<file path="src/rtl/mem_stage.sv">
// mem_stage: MIPS memory-access stage (EXE->MEM reg, data RAM access, load align, MEM->WB reg); define MEM_FWD_EN for bypass ports
module mem_stage #(
   parameter int DM_AW     = 32,
   parameter int EXE_MEM_W = 159,
   parameter int MEM_WB_W  = 156
) (
   input  logic                 clk,
   input  logic                 reset,
   input  logic                 EXE_over,
   input  logic [EXE_MEM_W-1:0] EXE_MEM_bus,
   output logic                 MEM_allow_in,
   input  logic                 cancel,
   input  logic                 WB_allow_in,
   output logic                 dm_en,
   output logic [3:0]           dm_wen,
   output logic [DM_AW-1:0]     dm_addr,
   output logic [31:0]          dm_wdata,
   input  logic [31:0]          dm_rdata,
   output logic                 MEM_over,
   output logic [4:0]           MEM_wdest,
   output logic [31:0]          MEM_pc,
`ifdef MEM_FWD_EN
   output logic                 MEM_fwd_valid,
   output logic [31:0]          MEM_fwd_data,
`endif
   output logic                 WB_valid,
   output logic [MEM_WB_W-1:0]  MEM_WB_bus_r
);
   typedef enum logic [1:0] {IDLE, RD_WAIT, RD_HOLD} state_t;
   state_t r_state, w_next;
   logic r_mem_valid, r_st_done;
   logic [EXE_MEM_W-1:0] r_bus;
   logic [31:0] r_ld_buf;
   logic w_ld, w_st, w_uns, w_sys, w_eret, w_brk, w_fe, w_ir, w_ovf, w_wen;
   logic [1:0] w_size;
   logic [31:0] w_sd, w_res, w_lo, w_pc, w_raw, w_ldata, w_mres;
   logic [5:0] w_misc;
   logic [7:0] w_cp0r, w_b;
   logic [4:0] w_wd;
   logic [15:0] w_h;
   logic w_byte, w_half, w_aerr, w_raerr, w_waerr, w_exc, w_ld_ok, w_st_go;
   assign {w_ld, w_st, w_uns, w_size, w_sd, w_res, w_lo, w_misc, w_cp0r,
           w_sys, w_eret, w_brk, w_fe, w_ir, w_ovf, w_wen, w_wd, w_pc} = r_bus;
   assign w_byte  = w_size == 2'b00;
   assign w_half  = w_size == 2'b01;
   assign w_aerr  = w_half ? w_res[0] : (!w_byte & |w_res[1:0]);
   assign w_raerr = w_ld & w_aerr;
   assign w_waerr = w_st & w_aerr;
   assign w_exc   = w_fe | w_ir | w_ovf | w_sys | w_brk | w_raerr | w_waerr;
   assign w_ld_ok = r_mem_valid & w_ld & !w_exc;
   // st_done blocks a second write while the store waits for WB
   assign w_st_go = r_mem_valid & w_st & !w_exc & !cancel & !r_st_done;
   assign MEM_over     = w_ld_ok ? (r_state != IDLE) : r_mem_valid;
   assign MEM_allow_in = !r_mem_valid | (MEM_over & WB_allow_in);
   assign dm_en    = w_ld_ok ? (r_state == IDLE & !cancel) : w_st_go;
   assign dm_wen   = !w_st_go ? 4'b0000 : w_byte ? 4'b0001 << w_res[1:0] :
                     w_half ? (w_res[1] ? 4'b1100 : 4'b0011) : 4'b1111;
   assign dm_addr  = {w_res[DM_AW-1:2], 2'b00};
   assign dm_wdata = w_byte ? {4{w_sd[7:0]}} : w_half ? {2{w_sd[15:0]}} : w_sd;
   assign w_raw    = (r_state == RD_HOLD) ? r_ld_buf : dm_rdata;
   assign w_b      = w_raw[{w_res[1:0], 3'b000} +: 8];
   assign w_h      = w_res[1] ? w_raw[31:16] : w_raw[15:0];
   assign w_ldata  = w_byte ? {{24{!w_uns & w_b[7]}}, w_b} :
                     w_half ? {{16{!w_uns & w_h[15]}}, w_h} : w_raw;
   assign w_mres   = (w_ld & !w_exc) ? w_ldata : w_res;
   assign MEM_wdest = w_wd & {5{r_mem_valid & w_wen}};
   assign MEM_pc    = w_pc;
`ifdef MEM_FWD_EN
   assign MEM_fwd_valid = r_mem_valid & w_wen & MEM_over;
   assign MEM_fwd_data  = w_mres;
`endif
   always_comb begin
      w_next = IDLE;
      if (w_ld_ok && !cancel)
         w_next = (r_state == IDLE) ? RD_WAIT : WB_allow_in ? IDLE : RD_HOLD;
   end
   always_ff @(posedge clk or posedge reset)
      if (reset) r_state <= IDLE;
      else r_state <= w_next;
   always_ff @(posedge clk or posedge reset)
      if (reset) begin
         r_mem_valid <= 1'b0;
         r_bus       <= '0;
      end else if (cancel) r_mem_valid <= 1'b0;
      else if (MEM_allow_in) begin
         r_mem_valid <= EXE_over;
         if (EXE_over) r_bus <= EXE_MEM_bus;
      end
   always_ff @(posedge clk or posedge reset)
      if (reset) begin
         r_st_done <= 1'b0;
         r_ld_buf  <= '0;
      end else begin
         r_st_done <= !cancel & !MEM_allow_in & (r_st_done | dm_en);
         if (r_state == RD_WAIT && !WB_allow_in) r_ld_buf <= dm_rdata;
      end
   always_ff @(posedge clk or posedge reset)
      if (reset) begin
         WB_valid     <= 1'b0;
         MEM_WB_bus_r <= '0;
      end else if (cancel) WB_valid <= 1'b0;
      else if (WB_allow_in) begin
         WB_valid <= MEM_over;
         if (MEM_over)
            MEM_WB_bus_r <= {w_wen, w_wd, w_mres, w_lo, w_misc, w_cp0r, w_sys, w_eret, w_brk,
                             w_fe, w_ir, w_raerr, w_waerr, w_ovf, w_res, w_pc};
      end
endmodule

</file>
<file path="config.mk">
export PLATFORM = sky130hd
export DESIGN_NAME = mem_stage
export DESIGN_NICKNAME = d
export VERILOG_FILES = /design/src/rtl/mem_stage.sv
export SDC_FILE = /design/constraint.sdc
export NUM_CORES = 1
export LEC_CHECK = 0
export BUFFER_PORTS_ARGS = -buffer_cell sky130_fd_sc_hd__buf_2
export CELL_PAD_IN_SITES_DETAIL_PLACEMENT = 1
export CELL_PAD_IN_SITES_GLOBAL_PLACEMENT = 1
export CORE_MARGIN = 2
export CORE_UTILIZATION = 43
export CTS_CLUSTER_SIZE = 14
export DETAILED_ROUTE_END_ITERATION = 12
export MAX_ROUTING_LAYER = met4
export PLACE_DENSITY_LB_ADDON = 0.1
export SLEW_MARGIN = 20
export SYNTH_ARGS = -nofsm -noshare
export SYNTH_HDL_FRONTEND = slang
export SYNTH_SLANG_ARGS = --single-unit
</file>
<file path="constraint.sdc">
create_clock -name clk -period 25.1 [get_ports clk]
set_input_delay 3.765 -clock clk [delete_from_list [all_inputs] [get_ports clk]]
set_output_delay 3.765 -clock clk [all_outputs]
set_load 0.02 [all_outputs]
</file>
## Yosys cells after proc, flatten, opt, wreduce, memory -nomap -nowiden

Cells that the tools add are included.

| cells by class | value |
|---|---|
| equal/unequal tests | 3 |
| shift operators | 2 |
| multiplexer cells | 21 |
| bitwise logic cells | 27 |
| reductions and logical operators | 18 |

Operators by type and width:

| kind | count |
|---|---|
| $mux 32 | 6 |
| $shiftx 32x6->8 | 1 |
| $and 1x1->1 | 17 |
| $mux 16 | 1 |
| $mux 4 | 4 |
| $logic_not 1->1 | 8 |
| $or 1x1->1 | 8 |
| $mux 1 | 7 |
| $mux 2 | 3 |
| $reduce_and 3->1 | 2 |
| $reduce_bool 2->1 | 3 |
| $and 5x5->5 | 1 |
| $eq 2x1->1 const B | 2 |
| $logic_not 2->1 | 2 |
| $shl 1x2->4 const A | 1 |
| $eq 2x2->1 const B | 1 |
| $logic_and 1x1->1 | 2 |
| $reduce_or 2->1 | 1 |
| $not 1->1 | 1 |

| word-level totals | value |
|---|---|
| bits in registers | 352 |
| input bits | 196 |
| output and inout bits | 265 |
| logic and storage cells | 78 |

## Logic depth before layout (Yosys ltp)

Gate-level depths: netlist of the first run.

| depth | value |
|---|---|
| depth in word-level cells | 15 |
| mapped depth | 10 |
| gate-level depth less buffers | 5 |

## Least setup slack after synthesis of the first run

Ideal clock, no wire load.

| path | value |
|---|---|
| path type | input port to output port |
| start | input cancel |
| end | output dm_wen[0] |
| arrival | 4,628 ps |
| required time | 21,335 ps |
| path slack | 16,707 ps |
| cell stages on the path | 3 |
| buffers on the path | 0 |
| path through | nor4bb_1 > o2111ai_1 > a21oi_1 |

| between the ends | value |
|---|---|
| word-level cells in the longest chain between the ends | 4 |

RTL lines:

| element | RTL line | source |
|---|---|---|
| start: declaration | 12 | `input logic cancel,` |
| $logic_not 1->1 | 52 | `assign w_st_go = r_mem_valid & w_st & !w_exc & !cancel & !r_st_done;` |
| $and 1x1->1 (2 in a row) | 52 |  |
| $mux 4 | 56 | `assign dm_wen = !w_st_go ? 4'b0000 : w_byte ? 4'b0001 << w_res[1:0] :` |
| end: declaration | 15 | `output logic [3:0] dm_wen,` |

Every way passes these cells.

## Worst setup path after layout of the first run

| path | value |
|---|---|
| start | input cancel |
| end | output dm_en |

| between the ends | value |
|---|---|
| word-level cells in the longest chain between the ends | 4 |
| elaborated cells between the ends (all ways) | 5 |
| those cells by class | mux (1); bitwise (3); reduce/logical (1) |

RTL lines:

| element | RTL line | source |
|---|---|---|
| $logic_not 1->1 (*) | 52, 55 |  |
| $and 1x1->1 (2 in a row) | 52 |  |
| $mux 1 (*) | 55 | `assign dm_en = w_ld_ok ? (r_state == IDLE & !cancel) : w_st_go;` |
| end: declaration | 14 | `output logic dm_en,` |

Every way passes the cells marked *; elsewhere a longest branch is shown, timed or not.

==> results.json, run 1 <==
{
  "status": "complete, no violations",
  "async_flop_share_pct": 100,
  "yosysWarnings": 0,
  "use_met2_pct": 42.3,
  "rsz0062_at_grt": "no",
  "hold_path.class": "reg -> reg",
  "insertion_delay_ps": 540,
  "cp-end-kind": "output port",
  "drtAntennaViolNets": 0,
  "worstPathRequired_ps": 21330,
  "htree_levels": 2,
  "via_per_inst": 5.15,
  "clock.fmax_mhz": 112,
  "wire_per_inst_um": 21.6,
  "synth_seq_area_share_pct": 57.7,
  "drt_iter0_drc": 494,
  "dieArea_um2": 37000,
  "place_congestion": 0.846,
  "finalCriticalPeriod_ps": 8950,
  "dpl.hpwl_mm": 33.6,
  "cts_root_buf": "clkbuf_16",
  "final_cell_area_um2": 18900,
  "grt_pass1_vias": 12318,
  "synth_edf_count": 0,
  "multi_input_area_um2": 5560,
  "relSlewSlack_pct": 28.5,
  "setup_violations": 0,
  "drc": 0,
  "ctsResizeCount": 0,
  "slew_violations": 0,
  "clock-sinks": 352,
  "crit_arrival_ps": 5190,
  "cts.path.max_buffers": 3,
  "peakVddDrop_uv": 57.1,
  "antenna_found_initial": 13,
  "crit_path_max_fanout": 6,
  "cts_tree": "built",
  "start_util_pct": 44.0,
  "seq_area_um2": 8810,
  "grtUsageMet3_pct": 7.62,
  "nets": 1921,
  "wirelength_mm": 48.2,
  "met1_usage_pct": 32.0,
  "core-area_um2": 34700,
  "drtPass1Iterations": 5,
  "drive_above_1_share_pct": 35.1,
  "yosysTopAreaCellShare_pct": 57.7,
  "period_share_pct": 35.7,
  "cts_buffers": 41,
  "syn_inst": 1358,
  "synth_cell_types": 45,
  "syn-cell-area_um2": 15300,
  "io_pins": 461,
  "synthTopCellsByArea": "dfrtp_1, mux2_1, nand2_1, mux2_2, buf_4",
  "synthToLayoutAreaGrowth_pct": 23.7,
  "fin_skew_ps": 11.2,
  "grt_usage_pct": 26.4,
  "grt_max_degree": 135,
  "placed_area_um2": 17400,
  "ys_seq_elements": 352,
  "cap_violations": 0,
  "worst_slew_pin_slew_ps": 1070,
  "start_kind": "input pin",
  "port_buffers": 458,
  "fin_util_pct": 54.4,
  "fill_cells": 3841,
  "num_rows": 68,
  "ctsHoldBuffers": 0,
  "die_w_um": 192,
  "syn_avg_cell_area_um2": 11.2,
  "overflow": 0,
  "power.density_nw_per_um2": 99.3,
  "criticalPathCategory": "in -> out",
  "vias": 11476,
  "hold_viol": 0,
  "p_leak_uw": 0.00965,
  "top_usage_layer": "met2",
  "ys.flop_type": "dfrtp_1",
  "clkTransAtPathRegs_ps": 60,
  "fp.dieH_um": 192,
  "setup_tns_ps": 0,
  "cts_setup_buffers": 0,
  "yosysTopAreaCell": "dfrtp_1",
  "p_total_uw": 1870,
  "grt_first_pass_wirelength_mm": 72.2
}
cell usage in the layout (no fill, tap or decap), types with 3 or more instances in the layout:
cell | netlist | routed
buf_2 | 28 | 458
nand2_1 | 417 | 417
dfrtp_1 | 352 | 351
mux2_1 | 159 | 159
mux2_2 | 66 | 66
clkbuf_16 | 0 | 43
o22ai_1 | 29 | 29
nor3_1 | 18 | 18
mux2i_1 | 17 | 17
o21bai_1 | 16 | 16
diode_2 | 0 | 15
a41oi_1 | 14 | 14
clkbuf_8 | 0 | 14
buf_4 | 81 | 14
a22oi_1 | 13 | 13
o21ai_0 | 13 | 13
nor2_1 | 13 | 12
a31oi_1 | 12 | 12
a21oi_1 | 12 | 11
clkbuf_1 | 33 | 10
nand2b_1 | 8 | 8
and3_1 | 7 | 7
o21a_1 | 6 | 6
o31ai_1 | 6 | 6
bufinv_16 | 0 | 4
inv_1 | 4 | 3
or2_2 | 3 | 3
clkinv_2 | 0 | 3
worst paths after layout:
| path | cells past startpoint | from | slack, ps | end |
|---|---|---|---|---|
| setup / recovery | 6 | cancel | 16150 | dm_en |
| max in group asynchronous | 3 | reset | 20000 | r_bus[155] |
| hold reg to reg | 2 | r_bus[48] | 460 | MEM_WB_bus_r[76] |
| min in group asynchronous | 2 | reset | 3400 | MEM_WB_bus_r[50] |
| setup reg to reg | 7 | r_bus[155] | 20890 | r_bus[119] |
| hold / removal | 2 | r_bus[48] | 460 | MEM_WB_bus_r[76] |
metrics by stage:
step	worst slack [ps]	cells	hold WS, ps
detailed placement	16110	2136	450
floorplan	11570	1359	432
global route	15980	2225	489
finish	16150	2227	463
global placement	16170	2136	438
CTS	16110	2211	464
worst max-delay path, cell delays in order:
cell	delay, ps
buf_2	140
nor4bb_1	300
o2111ai_1	390
a21oi_1	290
or2_2	140
buf_2	170
power by group:
part / total [µW] / internal [µW] / switching, µW
registers: 773 / 687 / 86.7
clock network: 634 / 396 / 239
logic: 466 / 162 / 303
synth_stat cells, drive strengths merged, types with 2 or more instances:
library cell  instances
a31oi                12
a22oi                13
o21ai                14
mux2i                17
a21oi                13
or2                   3
nor3                 18
buf                 117
o21bai               16
and3                  7
o22a                  2
o21a                  6
inv                   4
a41oi                14
clkbuf               33
o31ai                 7
o2111ai               2
mux2                225
a31o                  2
o22ai                29
nand2               417
dfrtp               352
nand3                 2
nor2                 13
nand2b                8
sequential cells by signal, summed over array words and instances, names as in the netlist:
register      count
r_mem_valid       1
WB_valid          1
r_bus           159
r_state           2
r_ld_buf         32
MEM_WB_bus_r    156
r_st_done         1
cell type report:
type / count / share of cell area, %
tap: 455 / 3.02
timing repair buffer: 473 / 12.8
sequential: 352 / 46.7
inverter: 4 / 0.119
antenna: 15 / 0.199
multi-input combinational: 853 / 29.4
clock buffer: 67 / 6.92
clock inverter: 8 / 0.762
metal layers:
layer / routed length (µm) / vias up / share of wire, %
met5: 0 / - / 0
met4: 1680 / 0 / 3.5
met3: 3970 / 85 / 8.2
met2: 23000 / 395 / 48
li1: - / 5271 / -
met1: 19500 / 5725 / 40
kinds of logic (layout without fill, tap and decap cells):
group                  count (synthesis)  count (layout)  share of synthesized area, %
AO/OA/AOI/OAI                        134             134                          6.07
AND/OR/NAND/NOR                      475             475                          12.4
other                                  1              17                        0.0246
flip-flops                           352             352                          57.7
multiplexers                         242             242                          17.7
buffers and inverters                154             552                          6.11
Note: power is estimated with default switching activity, not from simulation.
==> run 2, diff against run 1 <==
CORE_UTILIZATION = 36   (was 43)
clock period = 7.93 ns   (was 25.1 ns; I/O delays follow)
==> results.json, run 2 (same netlist as run 1, synthesis figures left out) <==
{
  "criticalPathCategory": "reg -> out",
  "drc": 0,
  "setup_violations": 0,
  "nets": 1920,
  "dpl.hpwl_mm": 34.7,
  "insertion_delay_ps": 560,
  "ctsHoldBuffers": 0,
  "drt_iter0_drc": 571,
  "ctsResizeCount": 0,
  "worst_path_max_delay_cell": "o2111a_1",
  "cts_setup_buffers": 0,
  "slew_violations": 0,
  "top_regs": "r_bus (159), MEM_WB_bus_r (156), r_ld_buf (32)",
  "crit_path_max_fanout": 47,
  "port_buffers": 458,
  "cts.path.max_buffers": 3,
  "status": "complete, no violations",
  "wirelength_mm": 49.0,
  "peakVddDrop_uv": 182,
  "io_pins": 461,
  "core-area_um2": 41900,
  "rr_startpoint": "r_bus[155]",
  "cts_buffers": 42,
  "worstHoldStart": "r_bus[89]",
  "reg2reg_depth": 6,
  "period_share_pct": 63.2,
  "final_cell_area_um2": 18900,
  "placed_area_um2": 17500,
  "startpoint": "r_bus[155]",
  "instances_no_fill": 2306,
  "cts_root_buf": "clkbuf_16",
  "drtPass1Iterations": 5,
  "grt_usage_pct": 22.8,
  "slowest_delay_ps": 990,
  "start_util_pct": 36.5,
  "dp.cells": 2219,
  "grt_pass1_vias": 12151,
  "clkTransAtPathRegs_ps": 50,
  "fp.dieH_um": 210,
  "hold_path.class": "reg -> reg",
  "overflow": 0,
  "fin_skew_ps": 13.6,
  "dieArea_um2": 44100,
  "worst_slew_pin_slew_ps": 1060,
  "holdPathEnd": "MEM_WB_bus_r[117]",
  "power.density_nw_per_um2": 310,
  "crit_arrival_ps": 3820,
  "rsz0062_at_grt": "no",
  "htree_levels": 2,
  "place_congestion": 0.832,
  "grt_first_pass_wirelength_mm": 74.2,
  "fill_cells": 4748,
  "final_cell_mix": "buf_2, nand2_1, dfrtp_1, mux2_1, mux2_2",
  "hold_viol": 0,
  "relSlewSlack_pct": 29.6,
  "largest-register": "r_bus",
  "finalCriticalPeriod_ps": 5010,
  "vias": 11457,
  "setup_tns_ps": 0,
  "via_per_inst": 4.97,
  "largest_reg_flops": 159,
  "drtAntennaViolNets": 0,
  "num_rows": 75,
  "final_common_cell": "buf_2",
  "clock.fmax_mhz": 199,
  "cap_violations": 0,
  "wire_per_inst_um": 21.2,
  "cp-end-kind": "output port",
  "start_kind": "flip-flop",
  "worstPathRequired_ps": 6740,
  "p_leak_uw": 0.00961,
  "grt_max_degree": 175,
  "cts_tree": "built",
  "rr_endpoint": "MEM_WB_bus_r[119]",
  "synthToLayoutAreaGrowth_pct": 23.9,
  "clock-sinks": 352,
  "die_w_um": 210,
  "whs_path_depth": 2,
  "drive_above_1_share_pct": 34.9,
  "antenna_found_initial": 15,
  "path_cells": "nor2_2 > o2111a_1 > a21oi_1 > or2_2 > buf_2",
  "rrSetupSlack_ps": 3410
}
==> run 2: cell types whose count changed in the layout (fill, tap and decap cells not counted), sizes merged <==
cell / previous run / this run
buf: 473 / 471
bufinv: 4 / 2
clkbuf: 67 / 69
clkinv: 3 / 2
clkinvlp: 0 / 1
diode: 15 / 13
inv: 5 / 4
==> run 2: worst max path at each step <==
stage | end | slack [ps] | cells after the start
final | dm_en | 2920 | 5
after global placement | MEM_WB_bus_r[124] | 3340 | 6
after floorplan | MEM_WB_bus_r[0] | 2030 | 1
after CTS | dm_en | 2840 | 5
after global routing | dm_en | 2600 | 5
after detailed placement | MEM_WB_bus_r[122] | 3320 | 6
==> run 2: final cells by class <==
| type | instances | area, µm² | area share, % |
|---|---|---|---|
| sequential | 352 | 8810 | 46.6 |
| inverter | 4 | 18.8 | 0.0993 |
| timing repair buffer | 471 | 2400 | 12.7 |
| tap | 539 | 674 | 3.57 |
| multi-input combinational | 853 | 5570 | 29.5 |
| clock inverter | 5 | 82.6 | 0.437 |
| antenna | 13 | 32.5 | 0.172 |
| clock buffer | 69 | 1310 | 6.95 |
==> run 2: worst max-delay path: cells and delay by family, from the launching register on <==
kind,cells,cell delay [ps]
AOI/OAI and AO/OA,2,1190
and+or+nand+nor,2,1190
DFF,1,720
buffers and inverters,1,180
==> run 2: stage by stage <==
step / utilization, % / total power (µW) / hold WS, ps / setup slack, ps
2_1_floorplan: - / 3400 / 432 / 2030
3_3_place_gp: 41.7 / 3930 / 437 / 3340
3_5_place_dp: 41.7 / 3970 / 447 / 3320
4_1_cts: 45.1 / 5960 / 462 / 2840
5_1_grt: 45.2 / 6170 / 480 / 2600
6_report: 45.2 / 5870 / 459 / 2920
==> run 2: report_power, final <==
group,internal (µW),total [µW],leakage [µW],switching [µW]
logic,512,1470,0.00461,955
clock network,1190,1950,0.000686,760
registers,2170,2450,0.00431,279
total,3880,5870,0.00961,1990
==> run 2: per-layer routing <==
layer  GRT usage, %  part of all wire, %  up-vias
met5              -                    0        -
met4           7.19                  2.6        0
met3           7.41                  8.0       66
met2           35.8                   47      367
met1           27.9                   42     5772
li1               -                    -     5252
==> run 3, diff against run 2 <==
CORE_UTILIZATION = 40   (was 36)
clock period = 5.09 ns   (was 7.93 ns; I/O delays follow)
==> results.json, run 3 (same netlist as run 1, synthesis figures left out) <==
{
  "dp_slack_ps": 1600,
  "cts_setup_buffers": 0,
  "worstPathRequired_ps": 4330,
  "dpl.hpwl_mm": 34.0,
  "ctsHoldBuffers": 0,
  "final_common_cell": "buf_2",
  "via_per_inst": 5.01,
  "grt_usage_pct": 24.8,
  "htree_levels": 2,
  "instances_no_fill": 2272,
  "start_kind": "flip-flop",
  "p_total_uw": 8910,
  "fin_skew_ps": 10.9,
  "io_pins": 461,
  "ctsResizeCount": 0,
  "crit_path_max_fanout": 19,
  "final_cell_area_um2": 18800,
  "cp-end-kind": "output port",
  "relSlewSlack_pct": 32.3,
  "largest_reg_flops": 159,
  "clkTransAtPathRegs_ps": 60,
  "peakVddDrop_uv": 259,
  "nets": 1920,
  "drtAntennaViolNets": 0,
  "p_leak_uw": 0.00956,
  "dp.cells": 2193,
  "wirelength_mm": 47.8,
  "cts_tree": "built",
  "final_cell_mix": "buf_2, nand2_1, dfrtp_1, mux2_1, mux2_2",
  "finalCriticalPeriod_ps": 3700,
  "slew_violations": 0,
  "cap_violations": 0,
  "place_congestion": 0.825,
  "status": "complete, no violations",
  "drive_above_1_share_pct": 34.8,
  "drtPass1Iterations": 6,
  "cts.path.max_buffers": 3,
  "hold_viol": 0,
  "period_share_pct": 72.7,
  "insertion_delay_ps": 550,
  "grt_max_degree": 153,
  "core-area_um2": 37600,
  "antenna_found_initial": 7,
  "drc": 0,
  "hold_path.class": "in -> reg",
  "placed_area_um2": 17500,
  "worst_slew_pin_slew_ps": 1010,
  "cts_root_buf": "clkbuf_16",
  "largest-register": "r_bus",
  "grt_pass1_vias": 12254,
  "power.density_nw_per_um2": 475,
  "vias": 11374,
  "clock-sinks": 352,
  "start_util_pct": 40.6,
  "fp.dieH_um": 199,
  "fin_hold_ws_ps": 421,
  "crit_arrival_ps": 2930,
  "dieArea_um2": 39700,
  "grt_first_pass_wirelength_mm": 72.2,
  "setup_violations": 0,
  "wire_per_inst_um": 21.0,
  "port_buffers": 458,
  "die_w_um": 199,
  "cts_buffers": 40,
  "criticalPathCategory": "reg -> out",
  "overflow": 0,
  "rsz0062_at_grt": "no",
  "synthToLayoutAreaGrowth_pct": 23.0,
  "clock.fmax_mhz": 270,
  "drt_iter0_drc": 474,
  "fin_ws_ps": 1390,
  "num_rows": 71,
  "top_regs": "r_bus (159), MEM_WB_bus_r (156), r_ld_buf (32)"
}
-- run 3: cell types whose count changed in the layout (fill, tap and decap cells not counted), moves of 2 or more --
cell / previous run / this run
buf_12: 1 / 5
buf_4: 12 / 10
clkbuf_16: 43 / 41
clkbuf_8: 14 / 4
clkinv_2: 1 / 8
diode_2: 13 / 9
-- run 3: cell type report --
cell class,count,area (µm²)
clock inverter,12,118
tap,511,639
sequential,352,8810
timing repair buffer,473,2470
fill,4193,18800
antenna,9,22.5
multi-input combinational,853,5570
inverter,4,18.8
clock buffer,58,1130
-- run 3: where the power goes --
group	switching [µW]	internal, µW
clock	1160	1640
sequential	422	3390
combinational	1500	804
total	3080	5830
-- run 3: path summary, 6_finish.rpt --
kind / cells past startpoint / slack [ps] / startpoint / endpoint
setup reg to reg: 6 / 1650 / r_bus[39] / MEM_WB_bus_r[64]
max in group asynchronous: 3 / 3930 / reset / r_bus[19]
hold reg to reg: 2 / 460 / r_bus[51] / MEM_WB_bus_r[79]
hold / removal: 2 / 420 / EXE_MEM_bus[72] / r_bus[72]
setup / recovery: 6 / 1390 / r_bus[154] / MEM_allow_in
min in group asynchronous: 3 / 480 / reset / r_bus[101]
-- run 3: layer usage --
layer | part of all wire (%) | global-route usage, % | routed length, µm | vias to the layer above
met5 | 0 | - | 0 | -
met4 | 2.9 | 9.04 | 1380 | 0
li1 | - | - | - | 5259
met3 | 8.2 | 6.87 | 3910 | 75
met1 | 41 | 30.4 | 19800 | 5660
met2 | 48 | 39.4 | 22700 | 380
-- run 3: stage by stage --
step           util (%)  TNS, ps
5_1_grt            49.9        0
4_1_cts            49.9        0
3_5_place_dp       46.6        0
3_3_place_gp       46.6        0
6_report           50.0        0
2_1_floorplan         -  -136540
-- run 3: critical path, cell delays in order (launching register included) --
cell and delay (ps):
dfrtp_1 670, nor2_2 250, buf_4 310, o2111ai_1 330, o31ai_2 480, nand2_1 130
buf_2 200
